==> config.mk <==
export PLATFORM = sky130hd
export DESIGN_NAME = slow_frame_receiver_flat
export DESIGN_NICKNAME = d
export VERILOG_FILES = /design/src/rtl/slow_frame_receiver_if.sv /design/src/rtl/slow_frame_receiver.sv /design/src/flat_wrapper.sv
export SDC_FILE = /design/constraint.sdc
export NUM_CORES = 1
export LEC_CHECK = 0
export ABC_AREA = 0
export CORE_MARGIN = 2
export CORE_UTILIZATION = 55
export CTS_CLUSTER_SIZE = 28
export DETAILED_ROUTE_END_ITERATION = 12
export HOLD_SLACK_MARGIN = 0.02
export PLACE_DENSITY = 0.8
export SYNTH_ARGS = -nofsm -noshare
export SYNTH_HDL_FRONTEND = slang
export SYNTH_SLANG_ARGS = --single-unit
==> constraint.sdc <==
create_clock -name clk -period 14.5 [get_ports clk]
set_clock_uncertainty 0.1 [all_clocks]
set_input_delay 4.35 -clock clk [delete_from_list [all_inputs] [get_ports clk]]
set_output_delay 4.35 -clock clk [all_outputs]
set_load 0.01 [all_outputs]
==> src/rtl/slow_frame_receiver_if.sv <==
// Bundle between the CDR byte stream, the frame receiver and its consumer.
// Inputs are qualified by word_tick_i alone; outputs are registered pulses and levels.
interface slow_frame_receiver_if #(
    parameter int ERR_CNT_W = 16
);
    logic                 word_tick_i;
    logic [7:0]           data_i;
    logic                 comma_i;
    logic                 error_i;
    logic [127:0]         payload_o;
    logic                 frame_tick_o;
    logic                 frame_error_o;
    logic                 locked_o;
    logic [ERR_CNT_W-1:0] err_count_o;
    logic [1:0]           dbg_state_o;

    modport master (
        output word_tick_i, data_i, comma_i, error_i,
        input  payload_o, frame_tick_o, frame_error_o, locked_o, err_count_o, dbg_state_o
    );

    modport slave (
        input  word_tick_i, data_i, comma_i, error_i,
        output payload_o, frame_tick_o, frame_error_o, locked_o, err_count_o, dbg_state_o
    );
endinterface

==> src/rtl/slow_frame_receiver.sv <==
// Reassembles comma + 16 data bytes + XOR checksum frames from the decoded CDR stream,
// publishes good payloads, and tracks framing errors and link lock.
module slow_frame_receiver #(
    parameter int BYTE_TIMEOUT = 8192,
    parameter int LOCK_FRAMES  = 4,
    parameter int ERR_CNT_W    = 16
) (
    input  logic clk,
    input  logic reset,
    slow_frame_receiver_if.slave bus
);
    localparam int TO_W = $clog2(BYTE_TIMEOUT + 1);
    localparam int LK_W = $clog2(LOCK_FRAMES + 1);

    typedef logic [127:0] payload_t;
    typedef enum logic [1:0] {
        HUNT  = 2'd0,
        DATA  = 2'd1,
        CHECK = 2'd2
    } state_t;

    state_t               r_state;
    logic [3:0]           r_idx;
    logic [7:0]           r_xor;
    payload_t             r_buf;
    payload_t             r_payload;
    logic [TO_W-1:0]      r_to_cnt;
    logic                 r_frame_tick;
    logic                 r_frame_error;
    logic                 r_locked;
    logic [LK_W-1:0]      r_good_cnt;
    logic [ERR_CNT_W-1:0] r_err_count;

    logic w_tick;
    logic w_timeout;
    logic w_good;
    logic w_bad;

    // A word tick on the edge where the idle count would reach BYTE_TIMEOUT wins over the timeout.
    assign w_tick    = bus.word_tick_i;
    assign w_timeout = (r_state != HUNT) && !w_tick && (r_to_cnt == TO_W'(BYTE_TIMEOUT - 1));
    assign w_good    = w_tick && (r_state == CHECK) && !bus.error_i && !bus.comma_i
                       && (bus.data_i == r_xor);
    assign w_bad     = w_timeout
                       || (w_tick && (((r_state == DATA) && (bus.error_i || bus.comma_i))
                                      || ((r_state == CHECK) && !w_good)));

    always_ff @(posedge clk or posedge reset) begin
        if (reset) begin
            r_state       <= HUNT;
            r_idx         <= '0;
            r_xor         <= '0;
            r_buf         <= '0;
            r_payload     <= '0;
            r_to_cnt      <= '0;
            r_frame_tick  <= 1'b0;
            r_frame_error <= 1'b0;
            r_locked      <= 1'b0;
            r_good_cnt    <= '0;
            r_err_count   <= '0;
        end else begin
            r_frame_tick  <= w_good;
            r_frame_error <= w_bad;

            if (w_good) begin
                r_payload <= r_buf;
            end

            if (w_bad) begin
                r_good_cnt <= '0;
                r_locked   <= 1'b0;
            end else if (w_good && (r_good_cnt != LK_W'(LOCK_FRAMES))) begin
                r_good_cnt <= r_good_cnt + 1'b1;
                r_locked   <= (r_good_cnt == LK_W'(LOCK_FRAMES - 1));
            end

            if (w_bad && (r_err_count != '1)) begin
                r_err_count <= r_err_count + 1'b1;
            end

            if ((r_state == HUNT) || w_tick || w_timeout) begin
                r_to_cnt <= '0;
            end else begin
                r_to_cnt <= r_to_cnt + 1'b1;
            end

            case (r_state)
                HUNT: begin
                    if (w_tick && bus.comma_i && !bus.error_i) begin
                        r_state <= DATA;
                        r_idx   <= '0;
                        r_xor   <= '0;
                    end
                end
                DATA: begin
                    if (w_timeout) begin
                        r_state <= HUNT;
                    end else if (w_tick) begin
                        if (bus.error_i) begin
                            r_state <= HUNT;
                        end else if (bus.comma_i) begin
                            r_idx <= '0;
                            r_xor <= '0;
                        end else begin
                            r_buf[{r_idx, 3'b000} +: 8] <= bus.data_i;
                            r_xor <= r_xor ^ bus.data_i;
                            r_idx <= r_idx + 1'b1;
                            if (r_idx == 4'd15) begin
                                r_state <= CHECK;
                            end
                        end
                    end
                end
                CHECK: begin
                    // An unerrored comma here opens the next frame straight away.
                    if (w_timeout) begin
                        r_state <= HUNT;
                    end else if (w_tick) begin
                        if (bus.comma_i && !bus.error_i) begin
                            r_state <= DATA;
                            r_idx   <= '0;
                            r_xor   <= '0;
                        end else begin
                            r_state <= HUNT;
                        end
                    end
                end
                default: r_state <= HUNT;
            endcase
        end
    end

    assign bus.payload_o     = r_payload;
    assign bus.frame_tick_o  = r_frame_tick;
    assign bus.frame_error_o = r_frame_error;
    assign bus.locked_o      = r_locked;
    assign bus.err_count_o   = r_err_count;
    assign bus.dbg_state_o   = r_state;
endmodule

==> src/flat_wrapper.sv <==
// flat-port wrapper written by rule: the top's interface ports become plain ports
module slow_frame_receiver_flat 
#(
    parameter int BYTE_TIMEOUT = 8192,
    parameter int LOCK_FRAMES  = 4,
    parameter int ERR_CNT_W    = 16
)
  (clk, reset, bus_word_tick_i, bus_data_i, bus_comma_i, bus_error_i, bus_payload_o, bus_frame_tick_o, bus_frame_error_o, bus_locked_o, bus_err_count_o, bus_dbg_state_o);
  slow_frame_receiver_if #(.ERR_CNT_W(ERR_CNT_W)) bus_i ();
  input  logic clk;
  input  logic reset;
  input wire logic [$bits(bus_i.word_tick_i)-1:0] bus_word_tick_i;
  input wire logic [$bits(bus_i.data_i)-1:0] bus_data_i;
  input wire logic [$bits(bus_i.comma_i)-1:0] bus_comma_i;
  input wire logic [$bits(bus_i.error_i)-1:0] bus_error_i;
  output wire logic [$bits(bus_i.payload_o)-1:0] bus_payload_o;
  output wire logic [$bits(bus_i.frame_tick_o)-1:0] bus_frame_tick_o;
  output wire logic [$bits(bus_i.frame_error_o)-1:0] bus_frame_error_o;
  output wire logic [$bits(bus_i.locked_o)-1:0] bus_locked_o;
  output wire logic [$bits(bus_i.err_count_o)-1:0] bus_err_count_o;
  output wire logic [$bits(bus_i.dbg_state_o)-1:0] bus_dbg_state_o;
  assign bus_i.word_tick_i = bus_word_tick_i;
  assign bus_i.data_i = bus_data_i;
  assign bus_i.comma_i = bus_comma_i;
  assign bus_i.error_i = bus_error_i;
  assign bus_payload_o = bus_i.payload_o;
  assign bus_frame_tick_o = bus_i.frame_tick_o;
  assign bus_frame_error_o = bus_i.frame_error_o;
  assign bus_locked_o = bus_i.locked_o;
  assign bus_err_count_o = bus_i.err_count_o;
  assign bus_dbg_state_o = bus_i.dbg_state_o;
  slow_frame_receiver #(.BYTE_TIMEOUT(BYTE_TIMEOUT), .LOCK_FRAMES(LOCK_FRAMES), .ERR_CNT_W(ERR_CNT_W)) u_core (.clk(clk), .reset(reset), .bus(bus_i));
endmodule
==> qor.csv <==
stage,metric,value,unit
drt,wl,28400,µm
job,max_cap_viol_count,0,
power_and_ir_drop,peakVddDrop,0.0821,mV
logic_synthesis,ys_warn_count,0,
logic_synthesis,ys_seq_area_share,61.3,%
cts,cts-root-buf,clkbuf_16,
critical_path,cp.arrival,7.92,ns
sta,min_period,7.59,ns
logic_synthesis,postSynthAreaPerCell,10.3,µm²
outcome,outcome,"finished, final reports clean",
sta,fin_crit_sh,52.3,%
floorplanning,num_rows,55,
critical_path,r2r_slack,11.23,ns
layout,drive_gt1_share,11.8,%
drt,vias,9007,
sta,setup_viol,0,
sta,worstMarginPinSlew,1.02,ns
drt,drtAntennaViolNets,0,
drt,drt-wirelength-per-cell,17.1,µm
layout,multi_input_area,4560,µm²
power_and_ir_drop,p_leak,7.65,nW
logic_synthesis,synthTopCellsByArea,"dfrtp_1 61%, nand2_1 14%, mux2_2 7.8%",
drt,first_pass_iters,5,
global_route,overflow,0,
cts,clockBufferDepth,3,
power_and_ir_drop,powerDensity,128,nW/µm²
sta,max_freq,0.132,GHz
cts,htreeDepth,1,
critical_path,crit_type,primary input to flip-flop,
floorplanning,start_util,55.7,%
sta,timing.hold.ws,0.363,ns
logic_synthesis,syn_nets,1229,
drt,via_per_inst,5.43,
min_path,hold_class,flip-flop to flip-flop,
drt,first_iter_violations,618,
critical_path,required,14.83,ns
floorplanning,die_area,23900,µm²
sta,maxSlewHeadroom,31.8,%
placement,place.gp.congestion,0.859,
sta,hold_violations,0,
floorplanning,core_area,22400,µm²
layout,antenna_cells,0,
layout,register_area,7660,µm²
layout,n_fill_cell,1634,
cts,clk_latency,0.55,ns
logic_synthesis,synth_cell_types,51,
cts,cts-resized-gates,0,
critical_path,worstPathMaxFanout,99,
global_route,grt_pass1_vias,8948,
logic_synthesis,async_flop_share,100,%
logic_synthesis,synth_ff_type,dfrtp_1,
cts,numClockSinks,306,
global_route,grt_pass1_wl,46200,µm
cts,cts_hold_buf,0,
placement,post-dp-hpwl,18200,µm
logic_synthesis,yosysTopAreaCell,dfrtp_1,
sta,slew_viol_final,0,
global_route,antenna_found_initial,0,
logic_synthesis,synth_seq_cells,306,
critical_path,reg2regPathDepth,7,
cts,cts_buffers,30,
floorplanning,die_h,155,µm
critical_path,crit_path_end_kind,flip-flop,
logic_synthesis,synth_top_area_share,61.3,%
floorplanning,fp.dieW,155,µm
layout,nets,1375,
cts,cts_tree,done,
placement,port_buffers,161,
sta,rsz0062_at_grt,no,
global_route,grt_start_max_net_pins,183,
cts,clk_pin_slew,0.06,ns
logic_synthesis,synth_area,12500,µm²
critical_path,worstSetupStartpointType,primary input,
floorplanning,ioPinCount,162,
logic_synthesis,synth_cells,1207,
sta,setup_tns,0,ns
cts,post-cts-setup-buffer-count,0,
layout,area_delta_synth_final,22.6,%
logic_synthesis,synth-edff-count,0,
power_and_ir_drop,power,1.95,mW
layout,final_common_cell,nand2_1,
drt,route.detailed.drc,0,
min_path,whs_path_depth,2,
global_route,grtUsageTotal,24.0,%
layout,final_cell_mix,"469 x nand2_1, 306 x dfrtp_1, 161 x clkdlybuf4s50_1",
[synthesized netlist by cell type (2+ instances only)]
cell type / instances
nand4b_2: 2
nand2b_1: 6
nand3_1: 15
xnor2_1: 7
a31oi_1: 2
ha_1: 9
nor3_1: 5
xor2_1: 23
nand2_2: 2
and2_1: 12
inv_1: 18
a21oi_1: 10
dfrtp_1: 306
nor2b_1: 4
or2_2: 2
nand2_1: 469
clkbuf_1: 36
o21ai_0: 57
nor2_1: 50
and3_1: 7
nor4_4: 2
mux2_2: 87
buf_2: 14
a21o_1: 2
nor3_2: 2
or3_1: 2
o31ai_1: 16
nor4_1: 2
mux2i_1: 10
a211oi_1: 7
[power breakdown]
part           internal, mW  switching, mW
registers             0.901         0.0434
logic                0.0857          0.143
clock network         0.459          0.320
[cells by family (layout without fill, tap and decap cells)]
group | Yosys count | after routing | synth area share (%)
AND/OR/NAND/NOR | 591 | 591 | 19.8
flip-flops | 306 | 306 | 61.3
AO/OA/AOI/OAI | 101 | 101 | 4.74
multiplexers | 99 | 99 | 8.84
buffers and inverters | 71 | 238 | 2.36
XOR/XNOR | 30 | 30 | 2.10
adder cells (fa/ha/maj) | 9 | 9 | 0.901
[through the flow]
step,setup WS [ns],cell area [µm²],cells,utilization (%)
floorplan,1.59,12500,1207,-
global placement,6.50,14300,1606,63.8
detailed placement,6.42,14300,1606,63.8
CTS,6.99,15300,1659,68.2
global route,6.69,15300,1659,68.2
finish,6.91,15300,1659,68.2
[critical path, cell delays in order]
cell             delay [ns]
clkdlybuf4s50_1        0.81
xor2_1                 0.31
nor4_1                 0.63
nand3_4                0.54
buf_4                  0.57
a21o_1                 0.35
xnor2_1                0.17
nor2_1                 0.06
[final timing paths]
| check | startpoint | end |
|---|---|---|
| worst max-delay path | bus_data_i[4] | u_core.r_good_cnt[0] |
| worst min-delay path | u_core.bus.payload_o[81] | u_core.bus.payload_o[81] |
| worst max register to register | u_core.r_xor[0] | u_core.r_good_cnt[0] |
| worst min register to register | u_core.bus.payload_o[81] | u_core.bus.payload_o[81] |
| max in group asynchronous | reset | u_core.bus.payload_o[64] |
| min in group asynchronous | reset | u_core.r_to_cnt[2] |
[final cells by class]
class | instances | share of cell area, %
Timing Repair Buffer | 167 | 10.9
Inverter | 18 | 0.490
Sequential cell | 306 | 50.0
Clock buffer | 42 | 5.79
Multi-Input combinational cell | 830 | 29.8
Clock inverter | 11 | 0.711
Tap cell | 285 | 2.33
[routing by layer]
metal,track usage [%],wire length (µm)
met1,33.8,12500
met5,0,0
met2,38.4,13400
met4,7.58,711
met3,4.20,1740
[registers in the layout, indices dropped and copies added, names as in the netlist]
name	flops
u_core.bus.locked_o	1
u_core.bus.frame_error_o	1
u_core.bus.err_count_o	16
u_core.r_buf	128
u_core.bus.payload_o	128
u_core.bus.dbg_state_o	2
u_core.r_idx	4
u_core.r_good_cnt	3
u_core.bus.frame_tick_o	1
u_core.r_xor	8
u_core.r_to_cnt	14
(Power assumes the default switching activity.)
